<file path="src/rtl/dmem_arbiter_pkg.sv">
// dmem_arbiter_pkg: priority state and read owner encodings shared by the data-memory arbiter
package dmem_arbiter_pkg;
   typedef enum logic {PRI_CORE = 1'b0, PRI_DMA = 1'b1} pri_e;
   localparam logic OWN_CORE = 1'b0;
   localparam logic OWN_DMA = 1'b1;
endpackage

</file>
<file path="src/rtl/dmem_arbiter_rd_tag_pipe.sv">
// rd_tag_pipe: DEPTH-stage {valid, owner} shift register tracking reads in flight
module rd_tag_pipe
   import dmem_arbiter_pkg::*;
#(
   parameter int DEPTH = 1
) (
   input  logic clk,
   input  logic rst_n,
   input  logic in_v,
   input  logic in_own,
   output logic out_v,
   output logic out_own,
   output logic busy
);
   logic [DEPTH-1:0] v, own;
   always_ff @(posedge clk or negedge rst_n)
      if (!rst_n) begin
         v <= '0;
         own <= {DEPTH{OWN_CORE}};
      end else begin
         v <= DEPTH'({v, in_v});
         own <= DEPTH'({own, in_own});
      end
   assign out_v = v[DEPTH-1];
   assign out_own = own[DEPTH-1];
   assign busy = |v;
endmodule

</file>
<file path="src/rtl/dmem_arbiter.sv">
// dmem_arbiter: shares the data-memory port between core and DMA with starvation-bounded priority
module dmem_arbiter
   import dmem_arbiter_pkg::*;
#(
   parameter int ADDR_W = 32,
   parameter int DATA_W = 32,
   parameter int RD_LAT = 1,
   parameter int STARVE_MAX = 8
) (
   input  logic              clk,
   input  logic              reset,
   input  logic              c_req,
   input  logic              c_we,
   input  logic [ADDR_W-1:0] c_addr,
   input  logic [DATA_W-1:0] c_wdata,
   output logic              c_gnt,
   output logic              c_rvalid,
   output logic [DATA_W-1:0] c_rdata,
   input  logic              d_req,
   input  logic              d_we,
   input  logic [ADDR_W-1:0] d_addr,
   input  logic [DATA_W-1:0] d_wdata,
   output logic              d_gnt,
   output logic              d_rvalid,
   output logic [DATA_W-1:0] d_rdata,
   output logic              m_en,
   output logic              m_we,
   output logic [ADDR_W-1:0] m_addr,
   output logic [DATA_W-1:0] m_wdata,
   input  logic [DATA_W-1:0] m_rdata,
   output logic              busy
);
   localparam logic [7:0] SMAX = 8'(STARVE_MAX);
   pri_e state, state_n;
   logic [7:0] cnt, cnt_n;
   logic c_win, out_v, out_own;
   logic [DATA_W-1:0] c_q, d_q;
   always_comb begin
      c_win = c_req & (state == PRI_CORE | ~d_req);
      c_gnt = reset & c_win;
      d_gnt = reset & d_req & ~c_win;
      m_en = c_gnt | d_gnt;
      m_we = c_gnt ? c_we : d_gnt & d_we;
      m_addr = d_gnt ? d_addr : c_addr;
      m_wdata = d_gnt ? d_wdata : c_wdata;
      cnt_n = (d_req & ~d_gnt) ? ((cnt == 8'hFF) ? cnt : cnt + 8'd1) : 8'd0;
      state_n = (state == PRI_CORE) ? ((cnt_n >= SMAX) ? PRI_DMA : PRI_CORE)
                                    : ((d_gnt | ~d_req) ? PRI_CORE : PRI_DMA);
   end
   rd_tag_pipe #(.DEPTH(RD_LAT)) u_pipe (
      .clk(clk),
      .rst_n(reset),
      .in_v(m_en & ~m_we),
      .in_own(d_gnt ? OWN_DMA : OWN_CORE),
      .out_v(out_v),
      .out_own(out_own),
      .busy(busy)
   );
   assign c_rvalid = out_v & (out_own == OWN_CORE);
   assign d_rvalid = out_v & (out_own == OWN_DMA);
   assign c_rdata = c_rvalid ? m_rdata : c_q;
   assign d_rdata = d_rvalid ? m_rdata : d_q;
   always_ff @(posedge clk or negedge reset)
      if (!reset) begin
         state <= PRI_CORE;
         cnt <= 8'd0;
         c_q <= '0;
         d_q <= '0;
      end else begin
         state <= state_n;
         cnt <= cnt_n;
         if (c_rvalid) c_q <= m_rdata;
         if (d_rvalid) d_q <= m_rdata;
      end
endmodule

</file>
<file path="config.mk">
export PLATFORM = sky130hd
export DESIGN_NAME = dmem_arbiter
export DESIGN_NICKNAME = d
export VERILOG_FILES = /design/src/rtl/dmem_arbiter_pkg.sv /design/src/rtl/dmem_arbiter_rd_tag_pipe.sv /design/src/rtl/dmem_arbiter.sv
export SDC_FILE = /design/constraint.sdc
export NUM_CORES = 1
export LEC_CHECK = 0
export BUFFER_PORTS_ARGS = -buffer_cell sky130_fd_sc_hd__buf_4
export CAP_MARGIN = 15
export CORE_AREA = 2 2 117 119
export DETAILED_ROUTE_END_ITERATION = 12
export DIE_AREA = 0 0 119 121
export GPL_TIMING_DRIVEN = 0
export SETUP_SLACK_MARGIN = 0.02
export SLEW_MARGIN = 20
export SYNTH_ARGS = -nofsm -noshare
export SYNTH_HDL_FRONTEND = slang
export SYNTH_SLANG_ARGS = --single-unit
export TNS_END_PERCENT = 1
</file>
<file path="constraint.sdc">
create_clock -name clk -period 2.3 [get_ports clk]
set_clock_uncertainty 0.15 [all_clocks]
set_input_delay 0.345 -clock clk [delete_from_list [all_inputs] [get_ports clk]]
set_output_delay 0.345 -clock clk [all_outputs]
set_load 0.1 [all_outputs]
</file>
Word-level counts from Yosys, hierarchy flattened. Index checks and enable logic that the tools add are counted.

Muxes and demuxes: 11. Equal/unequal tests: 1. $lt $le $gt $ge: 1. Bitwise gates (word level): 18. $add $sub $neg: 1.

Operator list (number): $mux 32 (4); $mux 8 (2); $and 1x1->1 (9); $add 8x1->8 const B (1); $eq 8x8->1 const B (1); $ge 8x4->1 const B (1); $not 1->1 (6); $mux 1 (5); $or 1x1->1 (3).

Register bits after elaboration: 75.

Logic depth before layout (Yosys ltp).
Word-level depth: 11. Depth in mapped cells: 7. Depth with buffers taken out: 6.

By module. From an unflattened synthesis, not the netlist that was laid out.

Cells, all modules: 407. Area, all modules: 3751.1 um^2.

By module, submodules not included: dmem_arbiter (sequential area each 1826.8 um^2, cells an instance 404, area an instance 3693.5 um^2, instances 1); rd_tag_pipe (sequential area each 50.0 um^2, cells an instance 3, area an instance 57.6 um^2, instances 1).

Worst setup path after synthesis. Ideal clock, no wire load.

Path kind: register to output. From: register state. To: output port m_we. Arrival: 2.907 ns. Stages on the path, launching flop included: 3. Required time: 1.805 ns. Path buffers: 0. Setup slack: -1.102 ns. Path through: dfrtp_1 -> a21oi_1 -> a22o_1.

RTL lines: start, declared (line dmem_arbiter.sv:34) `pri_e state, state_n;`; start signal, assigned (line dmem_arbiter.sv:70) `state <= state_n;`; $not 1->1; $or 1x1->1 (line dmem_arbiter.sv:39) `c_win = c_req & (state == PRI_CORE | ~d_req);`; $and 1x1->1 (line dmem_arbiter.sv:39); $and 1x1->1 (line dmem_arbiter.sv:40) `c_gnt = reset & c_win;`; net c_gnt (line dmem_arbiter.sv:16) `output logic c_gnt,`; $mux 1 (line dmem_arbiter.sv:43) `m_we = c_gnt ? c_we : d_gnt & d_we;`; end, declared (line dmem_arbiter.sv:27) `output logic m_we,`.

The timed path passes the listed nets, and every way through them passes these cells.

Final worst setup path.
From: register state. To: output port m_addr[30].

Word-level cells in the longest chain between the ends: 6.

RTL lines: $not 1->1; $or 1x1->1 (line dmem_arbiter.sv:39); $and 1x1->1 (line dmem_arbiter.sv:39); $not 1->1 (line dmem_arbiter.sv:41) `d_gnt = reset & d_req & ~c_win;`; $and 1x1->1 (line dmem_arbiter.sv:41); $mux 32 (line dmem_arbiter.sv:44) `m_addr = d_gnt ? d_addr : c_addr;`; end, declared (line dmem_arbiter.sv:28) `output logic [ADDR_W-1:0] m_addr,`.

No other way between the ends.

==> summary.md <==
Combinational logic is responsible for 64.6% of the overall power. Registers are responsible for 19.2% of the overall power. For flop-to-flop paths, the worst setup slack is 0.34 ns.

The critical path crosses 8 cells after its start point. Walking the worst path, the cells encountered are o211ai_1, buf_4, inv_4, buf_12, clkbuf_16, nand2_2, nand2_2, buf_12. The area overhead of the layout relative to synthesis is 107%. Switching fraction of total power: 55.1%.

Internal power comes to 4.20 mW. The fraction of the yosys area taken by sequential cells was 50.3%. At the worst endpoint, the required time is 1.80 ns.

The share of the synthesized area in the top cell type was 50.3%. Summed over all instances, the cell type with the most area after synthesis is sky130_fd_sc_hd__dfrtp_1. Cell area after synthesis: 3730 µm². For the Yosys warning count, the log shows 0.

The count of buffers from port buffering was 300; the number of hold-slack violations in the final timing report was 0. For the clock net sink count, the log shows 75. The deepest clock path buffer count was 2; the share of final-layout standard cells stronger than drive strength 1 was 66.3%.

The worst setup path is of the flip-flop to output port kind. Counting every net in the synthesized netlist gives 572. The slowest stage cell on the critical path is sky130_fd_sc_hd__dfrtp_2. The number of clock buffers added by TritonCTS is 9. The tools report the pin count of the biggest net entering global routing as 40. Worst-path maximum fanout: 8. In this run the vertical extent of the chip is 121 µm.

The run gives 0.33 ns as the latest clock arrival within the worst-skew pair. The power density relative to cell area is 1210 nW/µm², and the number of design rule violations left after detail routing is 0. The min-delay analysis places its worst path in the category primary input to flip-flop.

Total power for the finished layout comes to 9.36 mW. After clock tree synthesis, the clock-pin slew on the worst setup and hold paths is 0.06 ns. The number of different library cells used by synthesis comes to 35. The flow ran to the end, and the final reports show no timing, DRC or antenna violations.

For the via count of the first global-routing pass, the log shows 4206. TritonCTS built the clock tree. After floorplanning, the core was sized to cover 13100 µm². Prior to clock tree synthesis, the placed netlist has a worst setup slack of -1.17 ns.

Synthesis inferred 75 register bits. STA classifies the critical path startpoint as a flip-flop. In the global route stage, overall resource usage came out at 21.5%. The run gives 1 as the initial antenna violation count.

Pin placement for this block handled 301 I/O pins. The max-slew violation total from the final report came out at 0. The worst voltage drop across the vdd grid is 0.000532 V, and the average wire length per cell after detail routing is 17.8 µm.

Counting every instance in the synthesized netlist gives 405. Static timing analysis puts the maximum clock frequency at 436 MHz. The tools report the count of endpoints failing setup in the final report as 0. The routed layout has 4129 vias.

The number of DRC markers after the initial detailed-route iteration came out at 203. Wires add up to 16200 µm. After layout, the worst setup slack is 0.00760 ns. The number of buffers and inverters on the critical path is 5, and the global-route wire length before repair is 23300 µm.

The count of standard-cell rows is 42, and the data arrival time of the critical path is 1.80 ns. The post-synthesis area per instance works out to 9.22 µm². Detailed placement finished with a half-perimeter wire length of 12700 µm. The reported max-cap violation count is 0, and the clock period minus final worst setup slack is 2.29 ns.

The net switching power figure came out at 5.16 mW. Setup repair after global routing could not meet its margin everywhere. Placer's final routability congestion estimate: 0.902. For the leakage component of the power, the log shows 3.94 nW. The first TritonRoute pass finished after 4 iterations. The via-per-instance ratio is 4.55, and the area of the multi-input gates is 1950 µm². The tree is rooted in a sky130_fd_sc_hd__clkbuf_16. The H-tree generated during clock tree synthesis spans 3 levels. Summed over all layers, the global routing overflow is 0. In the finished design, the share of the clock period the worst path needs comes to 99.7%. In this run the remaining antenna-violating nets after routing total 0. Measured against its own limit, the worst slew margin works out to 80.4%. Counting cells, the worst reg-to-reg path comes to 6. At the pin with the least slew margin, the transition time is 0.291 ns. On the critical path the largest part of the delay comes from buffers and inverters. The maximum single-stage delay on the critical path works out to 0.40 ns. The starting density of the core is 28.5%. Across the whole layout, storage elements account for 1880 µm². In the post-synthesis netlist, the biggest area contributors are sky130_fd_sc_hd__dfrtp_1, sky130_fd_sc_hd__nand2_1, sky130_fd_sc_hd__mux2_2. The logs give 1123 for the number of filler instances in the final layout and 16.2% for the share of total power in the clock network.

The die covers 14400 µm². The width of the die came out at 119 µm. STA classifies the critical path endpoint as an output port.

Along the worst hold path, the cell count comes to 2. At the end of the flow, the number of nets in the layout was 892.
[per-stage QoR]
stage | setup TNS [ns] | hold WS [ns] | instance area [µm²] | instances | util, %
6_report | 0 | 0.124 | 7720 | 907 | 59.0
5_1_grt | -1.84 | 0.111 | 7720 | 906 | 59.0
4_1_cts | -0.0266 | 0.112 | 7310 | 905 | 55.9
3_5_place_dp | -54.88 | 0.332 | 6220 | 881 | 47.5
3_3_place_gp | -52.64 | 0.329 | 6220 | 881 | 47.5
2_1_floorplan | -7.32 | -0.101 | 3750 | 405 | -
[synth_stat cells]
cell	count
sky130_fd_sc_hd__nor3b_1	1
sky130_fd_sc_hd__nand4b_1	1
sky130_fd_sc_hd__nand3_1	1
sky130_fd_sc_hd__nand2b_1	1
sky130_fd_sc_hd__dfrtp_1	75
sky130_fd_sc_hd__nand2_1	196
sky130_fd_sc_hd__and3_4	1
sky130_fd_sc_hd__o21ai_0	3
sky130_fd_sc_hd__a211oi_1	1
sky130_fd_sc_hd__buf_1	4
sky130_fd_sc_hd__xor2_1	1
sky130_fd_sc_hd__nor3_1	2
sky130_fd_sc_hd__nand4_2	1
sky130_fd_sc_hd__o211ai_1	1
sky130_fd_sc_hd__a41oi_1	1
sky130_fd_sc_hd__ha_1	1
sky130_fd_sc_hd__inv_1	6
sky130_fd_sc_hd__or2_2	1
sky130_fd_sc_hd__o41a_1	1
sky130_fd_sc_hd__and2_1	2
sky130_fd_sc_hd__nand2_2	1
sky130_fd_sc_hd__a31o_2	1
sky130_fd_sc_hd__a22o_1	1
sky130_fd_sc_hd__a21oi_1	4
sky130_fd_sc_hd__nor2b_1	1
sky130_fd_sc_hd__or2b_1	1
sky130_fd_sc_hd__nor2_1	7
sky130_fd_sc_hd__o2111ai_1	1
sky130_fd_sc_hd__a31oi_1	2
sky130_fd_sc_hd__mux2i_1	2
sky130_fd_sc_hd__mux2_2	64
sky130_fd_sc_hd__and3_1	1
sky130_fd_sc_hd__and4_2	1
sky130_fd_sc_hd__buf_2	4
sky130_fd_sc_hd__clkbuf_1	13
[final cells by class]
class / count / area share [%]
Buffer: 20 / 3.11
Inverter: 6 / 0.324
Multi-Input combinational cell: 303 / 25.3
Timing Repair Buffer: 310 / 39.8
Clock buffer: 11 / 3.27
Clock inverter: 5 / 0.972
Antenna cell: 1 / 0.0324
Tap cell: 176 / 2.85
Sequential cell: 75 / 24.3
[layout by cell type (no fill, tap or decap), drive strengths merged, types with 2 or more instances in the layout]
master and n:
dlygate4sd3 2, and2 2, dfrtp 75, a31oi 2, mux2 64, nor3 2
inv 6, nand2 197, buf 325, nor2 7, bufinv 2, mux2i 2
clkbuf 13, and3 2, a21oi 4, clkinv 3, o21ai 3
[per-layer routing]
metal / vias to the layer above / share of wire [%] / wire length, µm / GRT usage, %
li1: 1955 / - / - / -
met3: 17 / 9.0 / 1460 / 8.27
met1: 1976 / 38 / 6100 / 24.1
met4: 0 / 1.4 / 230 / 6.18
met2: 181 / 52 / 8370 / 38.1
met5: - / 0 / 0 / 0
[kinds of logic (layout without fill, tap and decap cells)]
kind of cell | Yosys count | after routing | synth area share, %
xor gates and xnor gates | 1 | 1 | 0.235
muxes | 66 | 66 | 19.8
buffers and inverters | 27 | 352 | 2.85
AOI/OAI and AO/OA | 16 | 16 | 2.92
and+or+nand+nor | 219 | 219 | 23.5
other | 0 | 1 | 0
adders and majority gates | 1 | 1 | 0.335
DFF | 75 | 75 | 50.3
[power groups by stage]
stage	clock network (mW)	logic [mW]	registers [mW]
6_report	1.51	6.05	1.80
5_1_grt	1.62	6.20	1.84
2_1_floorplan	0	4.45	1.81
4_1_cts	1.55	5.93	1.80
3_3_place_gp	0	5.63	1.80
3_5_place_dp	0	5.65	1.83
[final timing paths]
| path | from | to |
|---|---|---|
| max in group asynchronous | reset | u_pipe.out_own |
| min in group asynchronous | reset | d_q[1] |
| max reg2reg | cnt[0] | state |
| max | state | m_addr[30] |
| min | m_rdata[23] | c_q[23] |
| min reg2reg | c_q[11] | c_q[11] |
[flip-flops by register name, summed over array words and instances (netlist names)]
register and count:
d_q 32, state 1, cnt 8, u_pipe.busy 1, c_q 32, u_pipe.out_own 1
[what timing repair did]
item / in CTS / in global routing
endpoints found under the hold margin: 75 / 0
hold buffers: 3 / 0
endpoints found under the setup margin: 127 / 122
setup buffers: 4 / 0
pin swaps: 2 / 15
gates resized for setup: 182 / 124
gates cloned: 2 / 1
Power figures use the tool's default switching activity.
